[src/rtl/opc_mem_pkg.sv]
`default_nettype none
// ============================================================================
// Module   : opc_mem_pkg
// Brief    : Shared types for the OPC CPU/DMA memory arbiter.
// Revision : 1.0
// ============================================================================
package opc_mem_pkg;

  localparam int c_wait_w = 3;

  typedef enum logic [1:0] {
    IDLE    = 2'd0,
    CPU_ACC = 2'd1,
    DMA_ACC = 2'd2
  } state_t;

  typedef enum logic {
    GNT_CPU = 1'b0,
    GNT_DMA = 1'b1
  } gnt_t;

endpackage
`default_nettype wire

[src/rtl/opc_rr_arb2.sv]
`default_nettype none
// ============================================================================
// Module   : opc_rr_arb2
// Brief    : Two-way round-robin decision between CPU and DMA requesters.
// Revision : 1.0
// ============================================================================
module opc_rr_arb2
  import opc_mem_pkg::*;
(
  input  logic i_req_cpu,
  input  logic i_req_dma,
  input  gnt_t i_last_gnt,
  output logic o_gnt_valid,
  output gnt_t o_gnt
);

  always_comb begin
    o_gnt_valid = i_req_cpu | i_req_dma;
    o_gnt       = GNT_CPU;
    if (i_req_cpu && i_req_dma) begin
      o_gnt = (i_last_gnt == GNT_CPU) ? GNT_DMA : GNT_CPU;
    end else if (i_req_dma) begin
      o_gnt = GNT_DMA;
    end
  end

endmodule
`default_nettype wire

[src/rtl/opc_mem_arb.sv]
`default_nettype none
// ============================================================================
// Module   : opc_mem_arb
// Brief    : Shares one synchronous SRAM between the CPU and a DMA master.
// Revision : 1.0
// ============================================================================
module opc_mem_arb
  import opc_mem_pkg::*;
#(
  parameter int WAIT_STATES = 1
) (
  input  logic        clk,
  input  logic        reset,
  input  logic [15:0] cpu_addr,
  input  logic [15:0] cpu_dout,
  input  logic        cpu_rnw,
  input  logic        cpu_vda,
  input  logic        cpu_vpa,
  output logic [15:0] cpu_din,
  output logic        cpu_clken,
  input  logic        dma_req,
  input  logic        dma_we,
  input  logic [15:0] dma_addr,
  input  logic [15:0] dma_wdata,
  output logic        dma_ack,
  output logic [15:0] dma_rdata,
  output logic [15:0] mem_addr,
  output logic [15:0] mem_wdata,
  output logic        mem_we,
  output logic        mem_re,
  input  logic [15:0] mem_rdata
);

  localparam logic [c_wait_w-1:0] c_wait_last = c_wait_w'(WAIT_STATES);

  state_t              r_state, w_state_nxt;
  logic [c_wait_w-1:0] r_wait, w_wait_nxt;
  gnt_t                r_last, w_last_nxt;
  gnt_t                w_gnt;
  logic                w_gnt_valid;
  logic                w_cpu_req, w_cpu_wr;
  logic                w_final, w_cycle0, w_arb_en;
  logic                w_arb_cpu, w_arb_dma;

  assign w_cpu_req = cpu_vda | cpu_vpa;
  assign w_cpu_wr  = cpu_vda & ~cpu_rnw;
  assign w_final   = (r_state != IDLE) && (r_wait == c_wait_last);
  assign w_cycle0  = (r_state != IDLE) && (r_wait == '0);
  assign w_arb_en  = (r_state == IDLE) || w_final;

  // In its final cycle the served master still shows the request being retired.
  assign w_arb_cpu = w_cpu_req && (r_state != CPU_ACC);
  assign w_arb_dma = dma_req   && (r_state != DMA_ACC);

  opc_rr_arb2 u_rr (
    .i_req_cpu   (w_arb_cpu),
    .i_req_dma   (w_arb_dma),
    .i_last_gnt  (r_last),
    .o_gnt_valid (w_gnt_valid),
    .o_gnt       (w_gnt)
  );

  always_ff @(posedge clk) begin
    if (reset) begin
      r_state <= IDLE;
      r_wait  <= '0;
      r_last  <= GNT_DMA;
    end else begin
      r_state <= w_state_nxt;
      r_wait  <= w_wait_nxt;
      r_last  <= w_last_nxt;
    end
  end

  always_comb begin
    w_state_nxt = r_state;
    w_wait_nxt  = r_wait;
    w_last_nxt  = r_last;
    if ((r_state != IDLE) && (r_wait != c_wait_last)) begin
      w_wait_nxt = r_wait + 1'b1;
    end
    if (w_arb_en) begin
      if (w_gnt_valid) begin
        w_state_nxt = (w_gnt == GNT_CPU) ? CPU_ACC : DMA_ACC;
        w_wait_nxt  = '0;
        w_last_nxt  = w_gnt;
      end else begin
        w_state_nxt = IDLE;
      end
    end
  end

  always_comb begin
    mem_addr  = '0;
    mem_wdata = '0;
    mem_we    = 1'b0;
    mem_re    = 1'b0;
    dma_ack   = 1'b0;
    cpu_clken = 1'b1;
    if (!reset) begin
      cpu_clken = ~w_cpu_req;
      case (r_state)
        CPU_ACC: begin
          mem_addr  = cpu_addr;
          mem_wdata = cpu_dout;
          mem_we    = w_cycle0 & w_cpu_wr;
          mem_re    = w_cycle0 & ~w_cpu_wr;
          cpu_clken = w_final;
        end
        DMA_ACC: begin
          mem_addr  = dma_addr;
          mem_wdata = dma_wdata;
          mem_we    = w_cycle0 & dma_we;
          mem_re    = w_cycle0 & ~dma_we;
          dma_ack   = w_final;
        end
        default: ;
      endcase
    end
  end

  assign cpu_din   = mem_rdata;
  assign dma_rdata = mem_rdata;

endmodule
`default_nettype wire

[config.mk]
export PLATFORM = sky130hd
export DESIGN_NAME = opc_mem_arb
export DESIGN_NICKNAME = d
export VERILOG_FILES = /design/src/rtl/opc_mem_pkg.sv /design/src/rtl/opc_rr_arb2.sv /design/src/rtl/opc_mem_arb.sv
export SDC_FILE = /design/constraint.sdc
export NUM_CORES = 1
export LEC_CHECK = 0
export BUFFER_PORTS_ARGS = -buffer_cell sky130_fd_sc_hd__buf_2
export CAP_MARGIN = 20
export CORE_AREA = 2 2 61 63
export DETAILED_ROUTE_END_ITERATION = 7
export DIE_AREA = 0 0 63 65
export PLACE_DENSITY = 0.91
export SLEW_MARGIN = 20
export SYNTH_ARGS = -nofsm -noshare
export SYNTH_HDL_FRONTEND = slang
export SYNTH_SLANG_ARGS = --single-unit
[constraint.sdc]
create_clock -name clk -period 2.12 [get_ports clk]
set_input_delay 0.318 -clock clk [delete_from_list [all_inputs] [get_ports clk]]
set_output_delay 0.318 -clock clk [all_outputs]
set_load 0.005 [all_outputs]
== After elaboration in Yosys (flattened, before gate mapping) ==
Cells that the tools add are included.
Cells by class
  bitwise logic cells: 11
  equal/unequal tests: 6
  muxes and demuxes: 20
  reduce and logical (&&, ||, !) cells: 11
  add/subtract/negate cells: 1
Operators by type and width (number)
  16-bit case mux with 2 select lines: 2
  16-bit 2-to-1 mux: 2
  1-bit 2-to-1 mux: 9
  3-bit 2-to-1 mux: 3
  1-bit logical AND: 6
  1-bit AND: 5
  2-bit 2-to-1 mux: 2
  1-bit inverter: 4
  1-bit case mux with 2 select lines: 2
  3-bit by 1-bit adder with 3-bit output (second input constant): 1
  3-bit by 1-bit == test with 1-bit output (second input constant): 1
  3-bit zero test: 1
  3-bit by 1-bit inequality test with 1-bit output (second input constant): 1
  2-bit by 1-bit == test with 1-bit output (second input constant): 1
  2-bit == test (second input constant): 1
  2-bit zero test: 1
  2-bit by 1-bit inequality test with 1-bit output (second input constant): 1
  2-bit inequality test (second input constant): 1
  1-bit OR: 2
  2-bit AND reduction: 1
  2-bit nonzero test: 1
  1-bit logical OR: 1
Storage, ports and cells
  output and inout bits: 68
  bits in registers: 6
  logic and storage cells: 52

== Longest topological paths before layout ==
Gate-level depths: netlist (run 1).
  word-level depth: 6
  depth in mapped cells: 6

== By module ==
From an unflattened synthesis (run 1), not the netlist that was laid out.
Second synthesis, totals
  cells, all modules: 165
  area total of the unflattened synthesis: 1173.6 um2
Modules (own cells, without submodules)
  opc_mem_arb: cells an instance 163, area an instance 1159.9 um2, seq. area each 120.1 um2, times used 1
  opc_rr_arb2: cells an instance 2, area an instance 13.8 um2, seq. area each 0.0 um2, times used 1

== Worst setup path before layout (run 1) ==
No wires, ideal clock.
  path kind: reg-to-output
  start: reg r_state[0]
  end: out mem_we
  path slack: 517 ps
  cell stages (with the launch flop): 7
  arrival: 1285 ps
  cell sequence: dfxtp_1 > inv_1 > ha_1 > buf_2 > nor3b_1 > a21oi_1 > nor3_1
On the way
  cells in the longest elaborated chain, start to end: 5
Ends and longest elaborated chain
  start, declared: RTL line opc_mem_arb.sv:36  | state_t r_state, w_state_nxt;
  start signal, assigned: RTL line opc_mem_arb.sv:69  | r_state <= w_state_nxt;
  2-bit nonzero test: RTL line opc_mem_arb.sv:48  | assign w_cycle0 = (r_state != IDLE) && (r_wait == '0);
  1-bit logical AND: RTL line opc_mem_arb.sv:48
  1-bit AND, on equally long branches: RTL line opc_mem_arb.sv:113, opc_mem_arb.sv:106
  1-bit case mux with 2 select lines (*): RTL line opc_mem_arb.sv:102  | case (r_state)
  1-bit 2-to-1 mux (*): RTL line opc_mem_arb.sv:100  | if (!reset) begin
  end, declared: RTL line opc_mem_arb.sv:29  | output logic mem_we,
Mark *: on every way between the ends. The rest lies on a longest branch, timed or not.

== Worst setup path after layout (run 1) ==
  start: reg r_state[0]
  end: out mem_re
On the way
  cells in the longest elaborated chain, start to end: 5
Ends and longest elaborated chain
  2-bit nonzero test: RTL line opc_mem_arb.sv:48
  1-bit logical AND: RTL line opc_mem_arb.sv:48
  1-bit AND, on equally long branches: RTL line opc_mem_arb.sv:114, opc_mem_arb.sv:107
  1-bit case mux with 2 select lines (*): RTL line opc_mem_arb.sv:102
  1-bit 2-to-1 mux (*): RTL line opc_mem_arb.sv:100
  end, declared: RTL line opc_mem_arb.sv:30  | output logic mem_re,
Marked as above.

==> run_results.csv, run 1 <==
group,metric,value,unit
min_path,hold_path_depth,2,
drt,drt-pass1-iter-count,4,
setup_path,crit_fanout,12,
final_layout,seqCellArea,120,um^2
logic_synthesis,synth_area_leader_cell,"a22oi_1",
grt,antenna_found_initial,0,
timing,period_share,91.4,%
final_layout,stdcell_area,1470,um^2
grt,use_met1,18.9,%
setup_path,cpPeakStageDelay,320,ps
final_layout,fin_nets,325,
power,seqPwrFrac,16.0,%
drt,wire_per_inst,13.4,um
min_path,hp-class,"primary input to flop",
power,clkPwrFrac,10.3,%
clock_tree,clockRootBuffer,"clkbuf_4",
final_layout,drive_gt1_share,51.3,%
power,p_switching,0.501,mW
setup_path,critical_path_class,"flop to output port",
power,power_density,703,nW/um^2
clock_tree,cts_sinks,6,
place,dpl-instance-area,1450,um^2
setup_path,critPathArrivalTime,1620,ps
clock_tree,htreeDepth,1,
power,p_leak,0.751,nW
grt,grt_pass1_vias,1260,
timing,report.final.slew_viol_count,0,
grt,gr-usage-all-layers,16.6,%
flow_run,max-cap-violations,0,
setup_path,crit_family,"flip-flops",
logic_synthesis,synth-seq-area-share,10.7,%
setup_path,ff2ff_path_depth,4,
clock_tree,clock_latency,240,ps
floorplan,fp.dieArea,4100,um^2
setup_path,crit_path_start_kind,"flop",
clock_tree,cts_buffer_depth,2,
clock_tree,numCtsBuffers,3,
clock_tree,hold_buffers,0,
setup_path,path_buf_inv,2,
logic_synthesis,post-synth-top-count-cell,"nor2_1",
timing,setup_tns,0,ps
setup_path,critical_path.slowest_cell,"dfxtp_1",
timing,tightest_slew,529,ps
logic_synthesis,ys_seq_elements,6,
drt,ant_nets,0,
min_path,worstHoldEndpoint,"r_wait[0]$_SDFF_PP0_",
drt,routed_wl,3.71,mm
drt,routed_via_density,5.08,
clock_tree,cts_tree,"built",
floorplan,start_util,32.2,%
setup_path,timing.rr.end,"r_last$_SDFFE_PP1P_",
setup_path,rrSetupSlack,510,ps
logic_synthesis,ys.flop_type,"dfxtp_1",
power,combPwrFrac,73.7,%
logic_synthesis,synth.net_count,255,
floorplan,rows,22,
grt,met2_usage,33.1,%
timing,final-setup-viol-count,0,
logic_synthesis,synth.area.top_cells,"a22oi_1, buf_4, nor2_1",
logic_synthesis,synth-edff-count,0,
logic_synthesis,synth_common_cells,"nor2_1, a22oi_1, buf_4, clkbuf_1",
floorplan,ios,155,
power,total_power,1.04,mW
logic_synthesis,avgSynthCellArea,6.94,um^2
floorplan,die_h,65,um
final_layout,area_growth,31.0,%
grt,grt_first_pass_wirelength,5.64,mm
timing,max_freq,516,MHz
setup_path,setup.worst_path.end_class,"output port",
logic_synthesis,synthArstFlopShare,0,%
place,place_hpwl,3.02,mm
drt,via_count,1413,
setup_path,path_cells,"inv_1, ha_2, nor2_1, nand2_1, a2111oi_2, buf_2",
drt,drc,0,
outcome,status,"finished, final reports clean",
timing,hold_ws,362,ps
grt,gr-total-overflow,0,
grt,busiest_layer,"met2",
power,p_int,0.535,mW
setup_path,cp_data_required_time,1800,ps
timing,skew,0.863,ps
floorplan,die_w,63,um
logic_synthesis,synth_area,1120,um^2
final_layout,nFillCells,379,
final_layout,multi_input_area,677,um^2
logic_synthesis,synth_cells,162,
drt,drtIter0Drc,52,
place,portBuffers,106,
logic_synthesis,synth_cell_types,31,
place,gp_congestion,0.827,
grt,grt_max_degree,22,
timing,hold_violations,0,
setup_path,r2r-start,"r_wait[0]$_SDFF_PP0_",
logic_synthesis,yosys.area.top_type_share,21.4,%
clock_tree,cts.reportedPaths.clkPinSlew,50,ps
timing,rsz0062_at_grt,"no",
logic_synthesis,ys_warn_count,0,
floorplan,core_area,3500,um^2
timing,slew_headroom,64.7,%
power,ir_drop,0.472,mV
min_path,hold_start,"reset",
timing,fin_crit,1940,ps
grt,use_met3,2.60,%
power,swShare,48.4,%
final_layout,diodes,0,
[power by group through the flow]
stage	clock, mW	sequential, mW	combinational, mW
3_3_place_gp	0	0.167	0.740
3_5_place_dp	0	0.168	0.757
4_1_cts	0.110	0.166	0.762
2_1_floorplan	0	0.163	0.576
5_1_grt	0.112	0.170	0.878
6_report	0.107	0.166	0.763
[per-layer routing]
metal,vias to the layer above,part of all wire (%),wire [um]
li1,679,-,-
met1,651,37,1390
met2,79,54,2010
met3,4,8.1,300
met4,0,0.27,10
met5,-,0,0
[cells in the final DEF (no fill, tap or decap), types with 2 or more instances in the layout]
cell / count
a22oi_1: 32
o21bai_1: 2
nand2b_1: 2
inv_1: 5
or3_1: 3
nor3b_1: 2
a21oi_1: 5
buf_2: 106
o2111ai_1: 2
o221ai_1: 2
clkbuf_4: 3
ha_1: 5
nor2_1: 34
dfxtp_1: 6
buf_4: 6
[how the worst max path moves through the flow]
stage	start	end	slack [ps]	cells after the start
floorplan	r_state[0]$_SDFFE_PP0N_	mem_we	520	6
global placement	r_state[0]$_SDFFE_PP0N_	mem_re	480	6
detailed placement	r_state[0]$_SDFFE_PP0N_	mem_re	350	6
CTS	r_state[0]$_SDFFE_PP0N_	mem_re	80	6
global route	r_state[0]$_SDFFE_PP0N_	mem_we	50	6
finish	r_state[0]$_SDFFE_PP0N_	mem_re	180	6
[metrics by stage]
step           worst slack [ps]  util [%]  cells
5_1_grt                    53.8      42.2    278
6_report                    182      42.2    278
3_3_place_gp                483      41.4    275
3_5_place_dp                353      41.4    275
4_1_cts                    79.6      42.1    278
2_1_floorplan               517         -    162
[state kept, by name, summed over array words and instances (netlist names)]
| name | flops |
|---|---|
| r_state | 2 |
| r_last | 1 |
| r_wait | 3 |
[logic make-up after synthesis]
family | after synthesis | share of synthesized area, %
DFF | 6 | 10.7
adders and majority gates | 6 | 6.67
AOI/OAI and AO/OA | 49 | 32.9
xor gates and xnor gates | 1 | 0.779
and+or+nand+nor | 48 | 19.6
buffers and inverters | 52 | 29.4
[final cells by class]
| cell class | instances | area share (%) |
|---|---|---|
| multi-input combinational | 104 | 45.9 |
| sequential | 6 | 8.15 |
| inverter | 5 | 1.27 |
| clock buffer | 3 | 1.53 |
| timing repair buffer | 112 | 39.0 |
| tap | 48 | 4.07 |
[timing repair]
item / in CTS / in global routing
setup endpoints to repair: 0 / 1
buffers inserted: 0 / 0
resized for setup: 0 / 1
hold endpoints to repair: 0 / 0
Power figures use the tool's default switching activity.
==> run 2, diff against run 1 <==
Settings changed: ABC_AREA set to 1.
==> run 2 against run 1 <==
  * Routed wire length shrank 1.3%
  * Via count increased by 3.5%
  * Fmax increased by 2.1%
  * Synthesized cell count increased by 22%
  * First-iteration DRC count is 23% higher
  * Sequential power increased by 4%
  * Final cell count up 14%
  * Sequential cell count is the same
  * Utilization increased by 0.072 points
  * Critical endpoint unchanged
  * Largest cell class unchanged
==> run_results.csv, run 2 <==
group,metric,value,unit
logic_synthesis,ys_seq_elements,6,
logic_synthesis,synth-seq-area-share,10.7,%
drt,via_count,1462,
setup_path,crit_fanout,12,
grt,grt_first_pass_wirelength,5.66,mm
drt,drtIter0Drc,64,
setup_path,r2r-start,"r_state[0]$_SDFFE_PP0N_",
timing,max_freq,527,MHz
timing,hold_ws,308,ps
setup_path,critical_path.slowest_cell,"dfxtp_1",
clock_tree,cts_sinks,6,
setup_path,rrSetupSlack,760,ps
logic_synthesis,synth.area.top_cells,"nand2_1, buf_4, a21oi_1",
clock_tree,cts_resized,0,
clock_tree,cts_buffer_depth,2,
floorplan,die_h,65,um
logic_synthesis,avgSynthCellArea,5.67,um^2
place,gp_congestion,0.849,
min_path,hp-class,"primary input to flop",
final_layout,diodes,0,
final_layout,fin_nets,364,
power,p_leak,0.781,nW
logic_synthesis,synth-edff-count,0,
timing,period_share,89.5,%
setup_path,critPathArrivalTime,1580,ps
place,portBuffers,106,
logic_synthesis,yosys.area.top_type_share,25.1,%
drt,drc,0,
logic_synthesis,synth_cell_types,21,
clock_tree,clock_latency,250,ps
logic_synthesis,synth.net_count,291,
final_layout,layout_commonest_cell,"buf_2",
drt,wire_per_inst,11.6,um
floorplan,core_area,3500,um^2
timing,tightest_slew,315,ps
grt,antenna_found_initial,0,
logic_synthesis,synth_area_leader_cell,"nand2_1",
logic_synthesis,synth_cells,198,
drt,ant_nets,0,
clock_tree,htreeDepth,1,
timing,slew_headroom,79.0,%
power,clkPwrFrac,10.5,%
timing,report.final.slew_viol_count,0,
place,place_hpwl,3.04,mm
logic_synthesis,synth_area,1120,um^2
place,dp_slack,471,ps
logic_synthesis,synthArstFlopShare,0,%
final_layout,largest_reg_flops,3,
floorplan,rows,22,
min_path,hold_start,"reset",
logic_synthesis,ys_warn_count,0,
power,swShare,51.7,%
drt,drt-pass1-iter-count,4,
setup_path,crit_family,"buffers and inverters",
timing,hold_violations,0,
grt,gr-total-overflow,0,
grt,grt_max_degree,34,
logic_synthesis,synth_common_cells,"nand2_1, a21oi_1, buf_4, buf_2",
clock_tree,cts.reportedPaths.clkPinSlew,50,ps
setup_path,worst-path-stages,8,
power,p_int,0.487,mW
clock_tree,hold_buffers,0,
power,seqPwrFrac,17.1,%
drt,routed_via_density,4.61,
setup_path,critical_path_class,"flop to output port",
power,total_power,1.01,mW
power,p_switching,0.522,mW
setup_path,path_cells,"inv_1, ha_1, nand2_1, buf_4, nor2_1, nand3_1, nor2b_1, buf_2",
timing,setup_tns,0,ps
logic_synthesis,post-synth-top-count-cell,"nand2_1",
setup_path,path_buf_inv,3,
timing,fin_crit,1900,ps
flow_run,max-cap-violations,0,
clock_tree,cts_tree,"built",
power,ir_drop,0.422,mV
grt,grt_pass1_vias,1287,
logic_synthesis,ys.flop_type,"dfxtp_1",
timing,layout_setup_ws,223,ps
final_layout,reg.largest.list,"r_wait x3, r_state x2, r_last x1",
timing,rsz0062_at_grt,"no",
setup_path,crit_path_start_kind,"flop",
final_layout,nFillCells,394,
min_path,worstHoldEndpoint,"r_state[1]$_SDFFE_PP0N_",
drt,routed_wl,3.67,mm
grt,gr-usage-all-layers,16.8,%
final_layout,mostFrequentLayoutCells,"buf_2, nand2_1, a21oi_1, ha_1, dfxtp_1",
final_layout,area_growth,31.4,%
floorplan,start_util,32.1,%
setup_path,cp_data_required_time,1800,ps
setup_path,ff2ff_path_depth,9,
floorplan,die_w,63,um
setup_path,cpPeakStageDelay,350,ps
clock_tree,numCtsBuffers,3,
timing,skew,4.32,ps
floorplan,ios,155,
clock_tree,clockRootBuffer,"clkbuf_4",
outcome,status,"finished, final reports clean",
final_layout,drive_gt1_share,46.5,%
setup_path,setup.worst_path.end_class,"output port",
power,combPwrFrac,72.5,%
timing,final-setup-viol-count,0,
clock_tree,cts_setup_buffers,0,
min_path,hold_path_depth,2,
floorplan,fp.dieArea,4100,um^2
final_layout,largest-register,"r_wait",
setup_path,timing.rr.end,"r_wait[2]$_SDFF_PP0_",
power,power_density,683,nW/um^2
## run 2: cell types whose count changed after synthesis, moves of 3 or more
cell | before | now
a21oi_1 | 5 | 35
a22oi_1 | 32 | 0
buf_2 | 6 | 10
clkbuf_1 | 7 | 0
inv_2 | 0 | 5
nand2_1 | 1 | 75
nand3_1 | 0 | 5
nor2_1 | 34 | 5
or3_1 | 3 | 0
## run 2: power by group through the flow
stage,clock network [mW],logic (mW),registers (mW)
2_1_floorplan,0,0.559,0.169
3_3_place_gp,0,0.718,0.172
3_5_place_dp,0,0.737,0.175
4_1_cts,0.111,0.740,0.173
5_1_grt,0.113,0.837,0.177
6_report,0.105,0.731,0.172
## run 2: logic make-up (layout without fill, tap and decap cells)
group / Yosys count / after routing / synth area share (%)
simple gates: 93 / 93 / 33.7
buf+inv: 53 / 124 / 29.8
compound gates: 39 / 39 / 18.3
fa+ha+maj: 6 / 6 / 6.68
xor+xnor: 1 / 1 / 0.780
flops: 6 / 6 / 10.7
## run 2: through the flow
step | cell area (um^2) | util, % | cells
6_report | 1480 | 42.2 | 317
5_1_grt | 1480 | 42.2 | 317
4_1_cts | 1480 | 42.2 | 317
3_5_place_dp | 1450 | 41.6 | 314
3_3_place_gp | 1450 | 41.6 | 314
2_1_floorplan | 1120 | - | 198
## run 2: metal layers
metal / global-route usage (%) / routed length [um] / part of all wire (%)
met1: 18.9 / 1420 / 39
met2: 31.6 / 1900 / 52
met3: 3.65 / 303 / 8.3
met4: 4.72 / 44 / 1.2
met5: 0 / 0 / 0
## run 2: worst reg2reg max path, stage by stage, from the launching register on
cell and delay (ps):
dfxtp_1 320, inv_1 80, ha_1 170, buf_4 190, inv_2 70, nand2_4 60
inv_2 40, o21ai_2 150, nand2_2 90, nor2_2 110
## run 2: final cells by class
class / count / area, um^2 / share of cell area [%]
Timing Repair Buffer: 111 / 568 / 38.5
Clock buffer: 3 / 22.5 / 1.53
Sequential cell: 6 / 120 / 8.14
Multi-Input combinational cell: 139 / 668 / 45.3
Inverter: 10 / 37.5 / 2.54
Tap cell: 48 / 60.1 / 4.07
## run 2: how the worst max path moves through the flow
stage,from,endpoint
floorplan,r_state[1]$_SDFFE_PP0N_,cpu_clken
global route,r_state[0]$_SDFFE_PP0N_,mem_re
detailed placement,r_state[0]$_SDFFE_PP0N_,mem_re
CTS,r_state[0]$_SDFFE_PP0N_,mem_re
global placement,r_state[1]$_SDFFE_PP0N_,cpu_clken
finish,r_state[0]$_SDFFE_PP0N_,mem_re
==> run 3, diff against run 2 <==
Settings changed: CORE_AREA 2 2 61 63 to not set, CORE_UTILIZATION set to 31, DIE_AREA 0 0 63 65 to not set, PLACE_DENSITY 0.91 to 0.87.
Clock period 2.12 ns to 2.1 ns, I/O delays scaled along.
==> run 3 against run 2 <==
  * Worst setup slack worse by 42 ps
  * Final area is 0.17% lower
  * Clock skew is 1.0 ps lower
  * Global-route usage is 0.15 points higher
  * Clock power hardly changed
  * Highest routed layer unchanged
  * Utilization is 0.92 points higher
  * Register-to-register slack hardly changed
  * Combinational power is 0.5% higher
  * Non-clock buffer count stayed put
==> run_results.csv, run 3 (synthesized netlist as in run 2, its figures left out) <==
group,metric,value,unit
outcome,status,"finished, final reports clean",
final_layout,largest-register,"r_wait",
power,clkPwrFrac,10.4,%
clock_tree,cts.reportedPaths.clkPinSlew,40,ps
floorplan,core_area,3420,um^2
grt,gr-total-overflow,0,
power,total_power,1.02,mW
final_layout,largest_reg_flops,3,
grt,grt_pass1_vias,1374,
min_path,hold_start,"reset",
clock_tree,numCtsBuffers,3,
final_layout,reg.largest.list,"r_wait x3, r_state x2, r_last x1",
final_layout,diodes,0,
floorplan,ios,155,
timing,tightest_slew,299,ps
power,p_switching,0.525,mW
timing,hold_violations,0,
place,dp_slack,423,ps
setup_path,setup.worst_path.end_class,"output port",
timing,slew_headroom,80.1,%
clock_tree,hold_buffers,0,
drt,via_count,1436,
setup_path,crit_path_start_kind,"flop",
drt,drc,0,
grt,antenna_found_initial,0,
setup_path,r2r-start,"r_state[0]$_SDFFE_PP0N_",
setup_path,critical_path.slowest_cell,"dfxtp_1",
timing,report.final.slew_viol_count,0,
setup_path,critPathArrivalTime,1600,ps
flow_run,max-cap-violations,0,
clock_tree,cts_buffer_depth,2,
floorplan,fp.dieArea,3870,um^2
setup_path,rrSetupSlack,750,ps
min_path,hp-class,"primary input to flop",
drt,drtIter0Drc,26,
place,gp_congestion,0.756,
place,dpl-instance-area,1450,um^2
final_layout,drive_gt1_share,46.5,%
drt,drt-pass1-iter-count,4,
timing,fin_crit,1920,ps
final_layout,area_growth,31.2,%
power,seqPwrFrac,17.3,%
drt,routed_wl,3.35,mm
setup_path,ff2ff_path_depth,9,
setup_path,crit_fanout,14,
min_path,hold_path_depth,2,
setup_path,timing.rr.end,"r_wait[1]$_SDFF_PP0_",
drt,ant_nets,0,
timing,skew,3.28,ps
timing,rsz0062_at_grt,"no",
floorplan,rows,21,
power,combPwrFrac,72.3,%
grt,grt_first_pass_wirelength,5.60,mm
grt,grt_max_degree,31,
floorplan,start_util,32.9,%
clock_tree,clockRootBuffer,"clkbuf_4",
clock_tree,cts_setup_buffers,0,
drt,routed_via_density,4.56,
floorplan,die_w,62.2,um
clock_tree,htreeDepth,1,
place,place_hpwl,2.71,mm
power,ir_drop,0.478,mV
final_layout,layout_commonest_cell,"buf_2",
clock_tree,cts_tree,"built",
timing,final-setup-viol-count,0,
power,swShare,51.7,%
setup_path,path_cells,"inv_1, ha_1, buf_4, inv_2, nand2_1, a2bb2oi_1, nor2b_1, buf_2",
timing,layout_setup_ws,181,ps
final_layout,stdcell_area,1470,um^2
timing,setup_tns,0,ps
drt,wire_per_inst,10.6,um
power,p_int,0.491,mW
min_path,worstHoldEndpoint,"r_state[0]$_SDFFE_PP0N_",
timing,period_share,91.4,%
power,p_leak,0.781,nW
final_layout,mostFrequentLayoutCells,"buf_2, nand2_1, a21oi_1, ha_1, dfxtp_1",
floorplan,die_h,62.2,um
clock_tree,cts_resized,0,
timing,hold_ws,295,ps
clock_tree,cts_sinks,6,
clock_tree,clock_latency,250,ps
final_layout,fin_nets,364,
setup_path,cp_data_required_time,1780,ps
place,portBuffers,106,
setup_path,cpPeakStageDelay,350,ps
power,power_density,690,nW/um^2
setup_path,critical_path_class,"flop to output port",
final_layout,nFillCells,376,
grt,gr-usage-all-layers,17.0,%
timing,max_freq,521,MHz
==> run 3: cell counts in the layout (fill, tap and decap cells not counted) <==
Identical to the previous run, type by type.
==> run 3: final cells by class <==
cell class                 count  area, um^2  share of cell area (%)
multi-input combinational    139         668                    45.3
timing repair buffer         111         568                    38.5
sequential                     6         120                    8.15
tap                           46        57.6                    3.90
inverter                      10        37.5                    2.55
clock buffer                   3        22.5                    1.53
==> run 3: through the flow <==
stage,instances,utilization [%]
6_report,315,43.2
4_1_cts,315,43.2
3_5_place_dp,312,42.5
3_3_place_gp,312,42.5
5_1_grt,315,43.2
2_1_floorplan,198,-
==> run 3: layer usage <==
layer | global-route usage [%] | vias up | share of wire [%]
met5 | 0 | - | 0
met4 | 4.65 | 0 | 1.1
met3 | 4.04 | 5 | 9.3
met2 | 33.4 | 77 | 51
met1 | 17.5 | 620 | 38
li1 | - | 734 | -
==> run 3: how the worst max path moves through the flow <==
| stage | start | endpoint | slack [ps] | depth (start not counted) |
|---|---|---|---|---|
| 6_report | r_state[0]$_SDFFE_PP0N_ | mem_re | 180 | 8 |
| 5_1_grt | r_state[1]$_SDFFE_PP0N_ | mem_addr[1] | 20 | 6 |
| 4_1_cts | r_state[0]$_SDFFE_PP0N_ | mem_re | 150 | 8 |
| 3_5_place_dp | r_state[0]$_SDFFE_PP0N_ | mem_re | 420 | 8 |
| 3_3_place_gp | r_state[0]$_SDFFE_PP0N_ | mem_re | 460 | 8 |
| 2_1_floorplan | r_state[1]$_SDFFE_PP0N_ | cpu_clken | 680 | 6 |
==> run 3: power groups by stage <==
stage          registers, mW  logic, mW  clock network [mW]
3_3_place_gp           0.174      0.722                   0
2_1_floorplan          0.171      0.564                   0
6_report               0.176      0.735               0.106
3_5_place_dp           0.177      0.739                   0
5_1_grt                0.179      0.844               0.114
4_1_cts                0.176      0.743               0.109
==> run 3: critical path, delay by kind of cell, from the launching register on <==
| family | cells | cell delay [ps] |
|---|---|---|
| AOI/OAI and AO/OA | 1 | 130 |
| adders and majority gates | 1 | 210 |
| buffers and inverters | 4 | 490 |
| DFF | 1 | 350 |
| and+or+nand+nor | 2 | 190 |
